## config.mk

```make
export PLATFORM = sky130hd
export DESIGN_NAME = tlb_maint_ctrl
export DESIGN_NICKNAME = d
export VERILOG_FILES = /design/src/rtl/tlb_pkg.sv /design/src/rtl/tlb_inv_match.sv /design/src/rtl/tlb_maint_ctrl.sv
export SDC_FILE = /design/constraint.sdc
export NUM_CORES = 1
export LEC_CHECK = 0
export CAP_MARGIN = 20
export CORE_ASPECT_RATIO = 2
export CORE_MARGIN = 2
export CORE_UTILIZATION = 42
export CTS_BUF_LIST = sky130_fd_sc_hd__clkbuf_4
export CTS_CLUSTER_SIZE = 40
export DETAILED_ROUTE_END_ITERATION = 16
export HOLD_SLACK_MARGIN = 0.05
export PLACE_DENSITY = 0.79
export SETUP_SLACK_MARGIN = 0.1
export SYNTH_ARGS = -nofsm -noshare
export SYNTH_HDL_FRONTEND = slang
export SYNTH_SLANG_ARGS = --single-unit
```

## constraint.sdc

```tcl
create_clock -name clk -period 1.61 [get_ports clk]
set_input_delay 0.2415 -clock clk [delete_from_list [all_inputs] [get_ports clk]]
set_output_delay 0.2415 -clock clk [all_outputs]
set_load 0.005 [all_outputs]
```

## src/rtl/tlb_pkg.sv

```systemverilog
// rtl/tlb_pkg.sv - shared encodings and defaults for the TLB maintenance controller
package tlb_pkg;

  localparam int TLBNUM_DEFAULT = 32;

  typedef enum logic [1:0] {
    OP_WR   = 2'd0,
    OP_FILL = 2'd1,
    OP_INV  = 2'd2
  } req_op_e;

  localparam logic [2:0] INVTLB_ALL0        = 3'd0;
  localparam logic [2:0] INVTLB_ALL1        = 3'd1;
  localparam logic [2:0] INVTLB_G1          = 3'd2;
  localparam logic [2:0] INVTLB_G0          = 3'd3;
  localparam logic [2:0] INVTLB_G0_ASID     = 3'd4;
  localparam logic [2:0] INVTLB_G0_ASID_VA  = 3'd5;
  localparam logic [2:0] INVTLB_GA_VA       = 3'd6;
  localparam logic [4:0] INVTLB_LAST        = 5'd6;

  typedef enum logic [1:0] {
    ST_IDLE = 2'd0,
    ST_WALK = 2'd1,
    ST_DONE = 2'd2
  } state_e;

  // Feedback tap mask for a maximal-length Fibonacci LFSR of the given width
  function automatic logic [31:0] lfsr_taps(input int iw);
    case (iw)
      2:       lfsr_taps = 32'h0000_0003;
      3:       lfsr_taps = 32'h0000_0006;
      4:       lfsr_taps = 32'h0000_000C;
      5:       lfsr_taps = 32'h0000_0014;
      6:       lfsr_taps = 32'h0000_0030;
      7:       lfsr_taps = 32'h0000_0060;
      8:       lfsr_taps = 32'h0000_00B8;
      default: lfsr_taps = 32'h0000_0003;
    endcase
  endfunction

endpackage

```

## src/rtl/tlb_inv_match.sv

```systemverilog
// rtl/tlb_inv_match.sv - combinational INVTLB entry match function
module tlb_inv_match
  import tlb_pkg::*;
(
  input  logic [2:0]  op,
  input  logic [9:0]  op_asid,
  input  logic [18:0] op_vppn,
  input  logic        ent_g,
  input  logic [9:0]  ent_asid,
  input  logic [18:0] ent_vppn,
  output logic        hit
);

  logic asid_eq;
  logic vppn_eq;

  assign asid_eq = (op_asid == ent_asid);
  assign vppn_eq = (op_vppn == ent_vppn);

  always_comb begin
    hit = 1'b0;
    case (op)
      INVTLB_ALL0,
      INVTLB_ALL1:       hit = 1'b1;
      INVTLB_G1:         hit = ent_g;
      INVTLB_G0:         hit = !ent_g;
      INVTLB_G0_ASID:    hit = !ent_g && asid_eq;
      INVTLB_G0_ASID_VA: hit = !ent_g && asid_eq && vppn_eq;
      INVTLB_GA_VA:      hit = (ent_g || asid_eq) && vppn_eq;
      default:           hit = 1'b0;
    endcase
  end

endmodule

```

## src/rtl/tlb_maint_ctrl.sv

```systemverilog
// rtl/tlb_maint_ctrl.sv - TLB write/fill/INVTLB sequencer; TLB_FILL_LFSR_EN selects an LFSR fill index
module tlb_maint_ctrl
  import tlb_pkg::*;
#(
  parameter  int TLBNUM = TLBNUM_DEFAULT,
  localparam int IW     = $clog2(TLBNUM)
) (
  input  logic          clk,
  input  logic          rst,
  input  logic          req_valid,
  output logic          req_ready,
  input  logic [1:0]    req_op,
  input  logic [IW-1:0] req_index,
  input  logic [4:0]    inv_op,
  input  logic [9:0]    inv_asid,
  input  logic [18:0]   inv_vppn,
  output logic [IW-1:0] ent_rd_index,
  input  logic          ent_e,
  input  logic          ent_g,
  input  logic [9:0]    ent_asid,
  input  logic [18:0]   ent_vppn,
  output logic          tlb_we,
  output logic [IW-1:0] tlb_w_index,
  output logic          tlb_w_clear,
  output logic          done,
  output logic          err,
  output logic          busy
);

  localparam logic [IW-1:0] LAST_IDX = IW'(TLBNUM - 1);

  state_e        state_q, state_d;
  logic [IW-1:0] cnt_q, cnt_d;
  logic [IW-1:0] fill_q, fill_d;
  logic [2:0]    op_q, op_d;
  logic [9:0]    asid_q, asid_d;
  logic [18:0]   vppn_q, vppn_d;
  logic          err_q, err_d;
  logic          hit;

`ifdef TLB_FILL_LFSR_EN
  localparam logic [IW-1:0] FILL_SEED = IW'(1);
  localparam logic [IW-1:0] FILL_TAPS = lfsr_taps(IW)[IW-1:0];

  always_comb fill_d = {fill_q[IW-2:0], ^(fill_q & FILL_TAPS)};
`else
  localparam logic [IW-1:0] FILL_SEED = '0;

  always_comb fill_d = (fill_q == LAST_IDX) ? '0 : fill_q + IW'(1);
`endif

  // Match is evaluated against the latched operands only, so the requester may
  // change inv_* freely once the walk has started.
  tlb_inv_match u_match (
    .op       (op_q),
    .op_asid  (asid_q),
    .op_vppn  (vppn_q),
    .ent_g    (ent_g),
    .ent_asid (ent_asid),
    .ent_vppn (ent_vppn),
    .hit      (hit)
  );

  always_ff @(posedge clk or negedge rst) begin
    if (!rst) begin
      state_q <= ST_IDLE;
      cnt_q   <= '0;
      fill_q  <= FILL_SEED;
      op_q    <= '0;
      asid_q  <= '0;
      vppn_q  <= '0;
      err_q   <= 1'b0;
    end else begin
      state_q <= state_d;
      cnt_q   <= cnt_d;
      fill_q  <= fill_d;
      op_q    <= op_d;
      asid_q  <= asid_d;
      vppn_q  <= vppn_d;
      err_q   <= err_d;
    end
  end

  always_comb begin
    state_d      = state_q;
    cnt_d        = cnt_q;
    op_d         = op_q;
    asid_d       = asid_q;
    vppn_d       = vppn_q;
    err_d        = err_q;
    req_ready    = 1'b0;
    busy         = 1'b0;
    done         = 1'b0;
    err          = 1'b0;
    tlb_we       = 1'b0;
    tlb_w_index  = '0;
    tlb_w_clear  = 1'b0;
    ent_rd_index = '0;

    case (state_q)
      ST_IDLE: begin
        req_ready = 1'b1;
        if (req_valid) begin
          state_d = ST_DONE;
          err_d   = 1'b0;
          case (req_op_e'(req_op))
            OP_WR: begin
              tlb_we      = 1'b1;
              tlb_w_index = req_index;
            end
            OP_FILL: begin
              tlb_we      = 1'b1;
              tlb_w_index = fill_q;
            end
            OP_INV: begin
              if (inv_op <= INVTLB_LAST) begin
                op_d    = inv_op[2:0];
                asid_d  = inv_asid;
                vppn_d  = inv_vppn;
                cnt_d   = '0;
                state_d = ST_WALK;
              end else begin
                err_d = 1'b1;
              end
            end
            default: err_d = 1'b1;
          endcase
        end
      end

      ST_WALK: begin
        busy         = 1'b1;
        ent_rd_index = cnt_q;
        if (ent_e && hit) begin
          tlb_we      = 1'b1;
          tlb_w_index = cnt_q;
          tlb_w_clear = 1'b1;
        end
        cnt_d = cnt_q + IW'(1);
        if (cnt_q == LAST_IDX) begin
          cnt_d   = '0;
          state_d = ST_DONE;
        end
      end

      ST_DONE: begin
        done    = 1'b1;
        err     = err_q;
        state_d = ST_IDLE;
      end

      default: state_d = ST_IDLE;
    endcase
  end

endmodule

```

==> results of run 1 <==
[synthesized netlist by cell type, types with 3 or more instances]
| library cell | instances | area share |
|---|---|---|
| a31oi_1 | 5 | 0.012 |
| and2_1 | 7 | 0.017 |
| buf_6 | 4 | 0.018 |
| dfrtp_1 | 45 | 0.44 |
| ha_1 | 4 | 0.020 |
| mux2_2 | 3 | 0.013 |
| mux2_4 | 29 | 0.17 |
| mux2i_1 | 6 | 0.024 |
| nand2_1 | 8 | 0.012 |
| nand3_1 | 9 | 0.018 |
| nand4_1 | 6 | 0.015 |
| nor2_1 | 10 | 0.015 |
| nor2b_1 | 3 | 0.0074 |
| nor3_1 | 3 | 0.0059 |
| o21ai_0 | 9 | 0.018 |
| xnor2_1 | 28 | 0.096 |
| xor2_1 | 4 | 0.014 |
[power by group]
| group | internal (mW) | leakage [nW] | switching [mW] |
|---|---|---|---|
| Clock | 0.174 | 0.0316 | 0.384 |
| Combinational | 1.04 | 1.31 | 0.514 |
| Sequential | 1.42 | 0.572 | 0.252 |
| Total | 2.63 | 1.91 | 1.15 |
[cells in the final DEF, fill, tap and decap left out, types with 9 or more instances in the layout]
cell type | Yosys | layout
buf_2 | 1 | 12
dfrtp_1 | 45 | 45
nor2_1 | 10 | 9
mux2_4 | 29 | 29
xnor2_1 | 28 | 28
buf_4 | 1 | 40
buf_6 | 4 | 21
clkdlybuf4s50_1 | 0 | 73
[cells by family (layout without fill, tap and decap cells)]
kind of cell	Yosys count	count (layout)	share of synthesized area
compound gates	25	25	0.0677
xor+xnor	32	32	0.110
fa+ha+maj	4	4	0.0196
buf+inv	8	160	0.0255
flops	45	45	0.441
mux	38	38	0.207
other cells	0	1	0
simple gates	57	57	0.129
[flip-flops by register name (all words and copies together), names as in the netlist]
| register | count |
|---|---|
| op_q | 3 |
| fill_q | 5 |
| err_q | 1 |
| asid_q | 10 |
| vppn_q | 19 |
| state_q | 2 |
| cnt_q | 5 |
[worst max-delay path: cells and delay by family, from the launching register on]
| family | cells | cell delay, ps |
|---|---|---|
| buffers and inverters | 3 | 360 |
| AND/OR/NAND/NOR | 2 | 240 |
| AO/OA/AOI/OAI | 2 | 480 |
| flip-flops | 1 | 390 |
| multiplexers | 1 | 220 |
[per-layer routing]
layer  wire length (um)  up-vias  part of all wire  track usage
met5                  0        -                 0            0
met4                265        0             0.039        0.106
met3                264       18             0.039       0.0249
met2               3870       84              0.57        0.382
met1               2380     1047              0.35        0.234
li1                   -     1044                 -            -
[area by class of cell]
type,instances,share of cell area
Multi-Input combinational cell,156,0.353
Timing Repair Buffer,150,0.339
Sequential cell,45,0.273
Tap cell,63,0.0191
Clock buffer,5,0.00909
Clock inverter,3,0.00515
Inverter,2,0.00182
Antenna cell,1,0.000606
[how the worst max path moves through the flow]
| stage | from | to |
|---|---|---|
| after floorplan | op_q[1] | tlb_w_clear |
| after global placement | ent_vppn[0] | tlb_we |
| after detailed placement | ent_vppn[0] | tlb_we |
| after CTS | asid_q[5] | tlb_we |
| after global routing | op_q[1] | tlb_w_index[2] |
| final | op_q[1] | tlb_w_index[2] |
[per-stage QoR]
stage               setup WS (ps)  setup TNS (ps)   util  hold WS (ps)
floorplan                     107               0      -         -54.1
global placement            -1040          -21530  0.631           220
detailed placement          -1050          -21630  0.631           216
CTS                          -705           -8410  0.689           344
global route                 -771          -11270  0.693           375
finish                       -666           -7900  0.693           355
[timing repair]
item | in CTS | in global routing
buffers inserted | 18 | 14
cloned | 4 | 0
hold endpoints to repair | 18 | 0
hold buffers | 1 | 0
setup endpoints to repair | 54 | 52
resized for setup | 99 | 22
pin swaps | 17 | 6
==> impl_metrics.py, run 1 <==
metrics = {
    "floorplan": {
        "die-area_um2": 6750,
        "die_x_um": 59.1,
        "placementRows": 40,
        "io_pins": 91,
        "start_util": 0.428,
        "die_h_um": 114,
        "core-area_um2": 5960,
    },
    "outcome": {
        "outcome": "complete, but fails checks",
        "violations": "negative setup slack",
    },
    "global_route": {
        "grt_pass1_wl_mm": 10.8,
        "grt_antenna_before_repair": 1,
        "grt_start_max_net_pins": 28,
        "overflow": 0,
        "grtUsageTotal": 0.212,
        "grt_pass1_vias": 2322,
    },
    "timing": {
        "clock_skew_ps": 9.35,
        "fin_ws_ps": -666,
        "slew_headroom": 0.696,
        "period_minus_slack_ps": 2280,
        "finalSetupViolCount": 45,
        "fmax_mhz": 439,
        "worstMarginPinSlew_ps": 457,
        "final-hold-violation-count": 0,
        "timing.final.crit_share": 1.41,
        "drv_slew": 0,
        "rsz0062_at_grt": "yes",
    },
    "cells_and_area": {
        "fill_cells": 461,
        "fin_nets": 439,
        "drive_above_1_share": 0.391,
        "regArea_um2": 1130,
        "stdcell_count": 425,
        "design_area_um2": 4130,
        "syn_to_final_growth_pct": 61.8,
        "multi_input_area_um2": 1460,
    },
    "critical_path": {
        "crit_chain": "mux2i_1, nand4_1, o31ai_4, buf_6, buf_6, nand3_1, o21ai_1, buf_2",
        "cp_common_cell": "buf_6",
        "r2r_end": "vppn_q[0]",
        "r2r_slack_ps": -180,
        "r2r-start": "state_q[1]",
        "crit_fanout": 2,
        "worstRegToRegCells": 8,
        "worstPathArrival_ps": 2030,
        "critPathLaunchType": "register",
        "criticalPathCategory": "reg2out",
        "cp_slowest_cell": "dfrtp_1",
        "worst_ep_required_time_ps": 1370,
        "end_kind": "output pin",
        "max_stage_delay_ps": 390,
    },
    "logic_synthesis": {
        "synth_flop_cell": "dfrtp_1",
        "ys_seq_area_frac": 0.441,
        "synth_cells": 209,
        "synth_area_um2": 2550,
        "ys_ff_latch": 45,
        "synth_edf_count": 0,
        "synthesis.nets": 288,
        "synth-async-reset-ratio": 1.00,
        "synth_cell_types": 38,
        "yosysWarnings": 0,
        "synth_area_per_cell_um2": 12.2,
    },
    "pwr": {
        "totalPowerFinal_mw": 3.78,
        "p_leak_nw": 1.91,
        "p_per_area_nw_per_um2": 917,
        "peakVddDrop_v": 0.000710,
    },
    "hold_path": {
        "hold_class": "in2async",
    },
    "placed_design": {
        "place_inst": 391,
        "dp_hpwl_mm": 4.90,
        "globalplace.congestion": 0.836,
        "portBuffers": 90,
        "placed_area_um2": 3760,
    },
    "route": {
        "wl_per_cell_um": 16.0,
        "drc": 0,
        "first_pass_iters": 4,
        "routed_wl_mm": 6.79,
        "drtIter0Drc": 96,
        "vias_per_cell": 5.16,
        "ant_nets": 0,
        "num_vias": 2193,
    },
    "cts": {
        "cts_buffer_depth": 2,
        "cts_inserted_buffers": 5,
        "cts_max_level": 2,
        "clkTransAtPathRegs_ps": 140,
        "cts_root_buf": "clkbuf_4",
        "cts_tree": "built",
        "clock_sinks": 45,
        "clk_latency_ps": 350,
    },
    "flow_run": {
        "maxCapViolCount": 0,
    },
}
No activity file was read; power rests on OpenSTA's default activity.
==> run 2, diff against run 1 <==
--- a/config.mk
+++ b/config.mk
@@ -10,10 +10,10 @@
 export CORE_MARGIN = 2
 export CORE_UTILIZATION = 42
 export CTS_BUF_LIST = sky130_fd_sc_hd__clkbuf_4
-export CTS_CLUSTER_SIZE = 40
+export CTS_CLUSTER_SIZE = 28
 export DETAILED_ROUTE_END_ITERATION = 16
 export HOLD_SLACK_MARGIN = 0.05
-export PLACE_DENSITY = 0.79
+export PLACE_DENSITY = 0.89
 export SETUP_SLACK_MARGIN = 0.1
 export SYNTH_ARGS = -nofsm -noshare
 export SYNTH_HDL_FRONTEND = slang
==> impl_metrics.py, run 2 (synthesis gave the netlist of run 1 again) <==
metrics = {
    "route": {
        "drc": 0,
        "vias_per_cell": 5.26,
        "first_pass_iters": 4,
        "drtIter0Drc": 65,
        "wl_per_cell_um": 17.0,
        "routed_wl_mm": 7.00,
        "num_vias": 2162,
        "ant_nets": 0,
    },
    "hold_path": {
        "hold_class": "in2async",
    },
    "critical_path": {
        "end_kind": "output pin",
        "criticalPathCategory": "reg2out",
        "critPathLaunchType": "register",
        "worst_ep_required_time_ps": 1370,
        "crit_fanout": 7,
        "worstPathArrival_ps": 2010,
        "r2r_slack_ps": -70,
    },
    "global_route": {
        "grt_pass1_wl_mm": 10.9,
        "grt_pass1_vias": 2392,
        "overflow": 0,
        "grt_antenna_before_repair": 0,
        "grtUsageTotal": 0.218,
        "grt_start_max_net_pins": 46,
    },
    "timing": {
        "worstMarginPinSlew_ps": 570,
        "clock_skew_ps": 10.0,
        "final-hold-violation-count": 0,
        "finalSetupViolCount": 42,
        "tns_ps": -5660,
        "timing.final.crit_share": 1.40,
        "rsz0062_at_grt": "yes",
        "drv_slew": 0,
        "fin_ws_ps": -645,
        "fmax_mhz": 443,
        "period_minus_slack_ps": 2260,
        "holdWs_ps": 477,
        "slew_headroom": 0.620,
    },
    "floorplan": {
        "placementRows": 40,
        "die_h_um": 114,
        "start_util": 0.428,
        "core-area_um2": 5960,
        "die_x_um": 59.1,
        "io_pins": 91,
        "die-area_um2": 6750,
    },
    "flow_run": {
        "maxCapViolCount": 0,
    },
    "cells_and_area": {
        "layout_commonest_cell": "clkdlybuf4s50_1",
        "syn_to_final_growth_pct": 58.7,
        "drive_above_1_share": 0.371,
        "diodes": 0,
        "fin_nets": 427,
        "regMostFlops": "vppn_q",
        "reg.largest.list": "vppn_q (19), asid_q (10)",
        "final_cell_mix": "73 x clkdlybuf4s50_1, 45 x dfrtp_1, 33 x buf_4, 29 x mux2_4, 26 x xnor2_1",
        "largest_reg_flops": 19,
    },
    "cts": {
        "clkTransAtPathRegs_ps": 130,
        "cts_tree": "built",
        "cts_max_level": 2,
        "cts_buffer_depth": 2,
        "clk_latency_ps": 350,
        "cts_inserted_buffers": 5,
        "cts_root_buf": "clkbuf_4",
        "clock_sinks": 45,
    },
    "pwr": {
        "peakVddDrop_v": 0.000569,
        "p_per_area_nw_per_um2": 916,
        "p_leak_nw": 1.87,
    },
    "outcome": {
        "violations": "negative setup slack",
        "outcome": "complete, but fails checks",
    },
    "placed_design": {
        "dp_slack_ps": -1250,
        "globalplace.congestion": 0.853,
        "dp_hpwl_mm": 5.24,
        "portBuffers": 90,
    },
}
run 2: power breakdown:
part	internal (mW)	leakage [nW]	total [mW]	switching, mW
logic	0.998	1.26	1.52	0.517
clock network	0.176	0.0292	0.516	0.339
registers	1.42	0.572	1.68	0.258
total	2.59	1.87	3.71	1.12
run 2: critical path: stages (launching register included):
cell	delay (ps)
dfrtp_1	430
xnor2_2	150
nand4_1	200
nor4_4	340
buf_4	170
a21oi_4	70
o211ai_1	180
buf_2	140
run 2: final timing paths:
check / to / cells past startpoint / from
max: tlb_we / 7 / vppn_q[0]
min: vppn_q[14] / 3 / rst
max reg2reg: vppn_q[15] / 6 / state_q[1]
min reg2reg: fill_q[0] / 1 / fill_q[0]
max in group asynchronous: vppn_q[1] / 3 / rst
min in group clk: vppn_q[5] / 2 / inv_vppn[5]
run 2: repair_timing:
item / in CTS / in global routing
gates resized for setup: 100 / 17
pin swaps: 17 / 9
buffers inserted: 10 / 2
cloned: 1 / 0
endpoints found under the setup margin: 51 / 52
hold buffers: 1 / 0
endpoints found under the hold margin: 45 / 0
run 2: per-stage QoR:
step	utilization	cells	power [mW]	instance area (um^2)
finish	0.680	411	3.71	4050
global placement	0.631	393	2.98	3760
floorplan	-	209	2.38	2550
CTS	0.670	412	3.68	3990
global route	0.680	411	3.92	4050
detailed placement	0.631	393	3.06	3760
run 2: final cells by class:
cell class	instances	area (um^2)
clock buffers	6	45.0
clock inverters	1	3.75
repair buffers	138	1300
multi-input cells	156	1490
fillers	438	1910
inverters	2	7.51
flip-flops and latches	45	1130
well taps	63	78.8
run 2: routing by layer:
metal	part of all wire	vias to the layer above	wire, um	GRT usage
li1	-	1018	-	-
met4	0.046	0	324	0.103
met5	0	-	0	0
met2	0.60	70	4180	0.424
met1	0.32	1051	2270	0.214
met3	0.033	23	232	0.0260
==> run 3, diff against run 2 <==
--- a/config.mk
+++ b/config.mk
@@ -7,7 +7,7 @@
 export LEC_CHECK = 0
 export CAP_MARGIN = 20
 export CORE_ASPECT_RATIO = 2
-export CORE_MARGIN = 2
+export CORE_MARGIN = 3
 export CORE_UTILIZATION = 42
 export CTS_BUF_LIST = sky130_fd_sc_hd__clkbuf_4
 export CTS_CLUSTER_SIZE = 28
==> impl_metrics.py, run 3 (synthesis gave the netlist of run 1 again) <==
metrics = {
    "outcome": {
        "outcome": "complete, but fails checks",
        "violations": "negative setup slack",
    },
    "route": {
        "routed_wl_mm": 8.05,
        "vias_per_cell": 5.41,
        "drc": 0,
        "wl_per_cell_um": 19.1,
        "drtIter0Drc": 86,
        "ant_nets": 0,
        "first_pass_iters": 4,
        "num_vias": 2282,
    },
    "critical_path": {
        "criticalPathCategory": "reg2out",
        "critPathLaunchType": "register",
        "end_kind": "output pin",
        "worst_ep_required_time_ps": 1370,
        "crit_family": "simple AND/OR/NAND/NOR gates",
        "worstPathArrival_ps": 2130,
        "crit_buf_inv": 3,
        "worstRegToRegCells": 8,
        "crit_chain": "xnor2_2, nand4_1, nor4_4, a21oi_4, buf_6, buf_6, o21ai_2, buf_2",
        "crit_fanout": 3,
        "cp_slowest_cell": "dfrtp_1",
        "cp.depth": 8,
        "cp_common_cell": "buf_6",
        "max_stage_delay_ps": 440,
    },
    "cells_and_area": {
        "regMostFlops": "vppn_q",
        "final_core_util": 0.734,
        "layout_commonest_cell": "clkdlybuf4s50_1",
        "largest_reg_flops": 19,
        "reg.largest.list": "vppn_q (19), asid_q (10)",
        "syn_to_final_growth_pct": 67.1,
        "fin_nets": 440,
        "drive_above_1_share": 0.429,
        "design_area_um2": 4260,
        "stdcell_count": 422,
        "fill_cells": 371,
        "multi_input_area_um2": 1570,
        "diodes": 0,
        "final_cell_mix": "72 x clkdlybuf4s50_1, 45 x dfrtp_1, 40 x buf_4, 29 x mux2_4, 23 x xnor2_1",
        "regArea_um2": 1130,
    },
    "pwr": {
        "peakVddDrop_v": 0.000717,
        "p_leak_nw": 1.98,
        "p_per_area_nw_per_um2": 934,
        "totalPowerFinal_mw": 3.98,
    },
    "hold_path": {
        "hold_class": "in2async",
    },
    "timing": {
        "fmax_mhz": 422,
        "final-hold-violation-count": 0,
        "slew_headroom": 0.712,
        "rsz0062_at_grt": "yes",
        "fin_ws_ps": -762,
        "holdWs_ps": 419,
        "drv_slew": 0,
        "finalSetupViolCount": 43,
        "worstMarginPinSlew_ps": 429,
        "timing.final.crit_share": 1.47,
        "clock_skew_ps": 6.20,
        "period_minus_slack_ps": 2370,
        "tns_ps": -10210,
    },
    "cts": {
        "cts_max_level": 2,
        "clk_latency_ps": 340,
        "clkTransAtPathRegs_ps": 120,
        "clock_sinks": 45,
        "cts_buffer_depth": 2,
        "cts_tree": "built",
        "cts_root_buf": "clkbuf_4",
        "cts_inserted_buffers": 5,
    },
    "floorplan": {
        "die_h_um": 116,
        "die_x_um": 61.1,
        "io_pins": 91,
        "start_util": 0.439,
        "core-area_um2": 5810,
        "die-area_um2": 7100,
        "placementRows": 39,
    },
    "global_route": {
        "grt_use_met3": 0.0277,
        "grt_use_met2": 0.421,
        "grt_start_max_net_pins": 46,
        "grt_pass1_vias": 2493,
        "gr-usage-met1": 0.222,
        "grtUsageTotal": 0.225,
        "top_usage_layer": "met2",
        "grt_pass1_wl_mm": 11.8,
        "overflow": 0,
        "grt_antenna_before_repair": 0,
    },
    "placed_design": {
        "dp_hpwl_mm": 5.32,
        "place_inst": 389,
        "portBuffers": 90,
        "dp_slack_ps": -1190,
        "globalplace.congestion": 0.800,
        "placed_area_um2": 3750,
    },
    "flow_run": {
        "maxCapViolCount": 0,
    },
}
run 3: cell count changes in the layout (fill, tap and decap cells not counted), sizes merged:
cell	change
dlygate4sd2	+1
buf	+12
clkdlybuf4s50	-1
clkbuf	+1
run 3: final timing paths:
path / slack (ps) / endpoint / startpoint
max in group asynchronous: 980 / vppn_q[5] / rst
hold / removal: 420 / vppn_q[10] / rst
setup reg to reg: -250 / vppn_q[13] / state_q[1]
hold reg to reg: 500 / fill_q[0] / fill_q[0]
min in group clk: 500 / fill_q[0] / fill_q[0]
setup / recovery: -760 / tlb_w_index[3] / vppn_q[10]
run 3: worst reg2reg max path: stages (launching register included):
cell and delay, ps:
dfrtp_1 440, buf_6 140, nor3b_4 200, buf_4 140
buf_6 90, nand3_4 120, buf_12 170, buf_12 140
mux2_4 300
run 3: report_power, final:
part	leakage [nW]	switching (mW)	total, mW	internal [mW]
clock network	0.0292	0.335	0.511	0.176
registers	0.572	0.280	1.70	1.42
logic	1.38	0.634	1.78	1.14
total	1.98	1.25	3.98	2.74
run 3: timing repair:
item                       CTS  global route
buffers inserted            19             8
gates cloned                 3             0
resized for setup          105            34
hold endpoints to repair    45             0
hold buffers                 1             0
setup endpoints to repair   54            50
pin swaps                   18            14
run 3: routing by layer:
| metal | part of all wire | wire (um) |
|---|---|---|
| met2 | 0.58 | 4680 |
| met3 | 0.039 | 316 |
| met1 | 0.32 | 2580 |
| met5 | 0 | 0 |
| met4 | 0.059 | 472 |
run 3: final cells by class:
cell class	count	share of cell area
Timing Repair Buffer	151	0.336
Clock inverter	1	0.000880
Clock buffer	6	0.0106
Tap cell	61	0.0179
Sequential cell	45	0.264
Multi-Input combinational cell	156	0.369
Inverter	2	0.00176
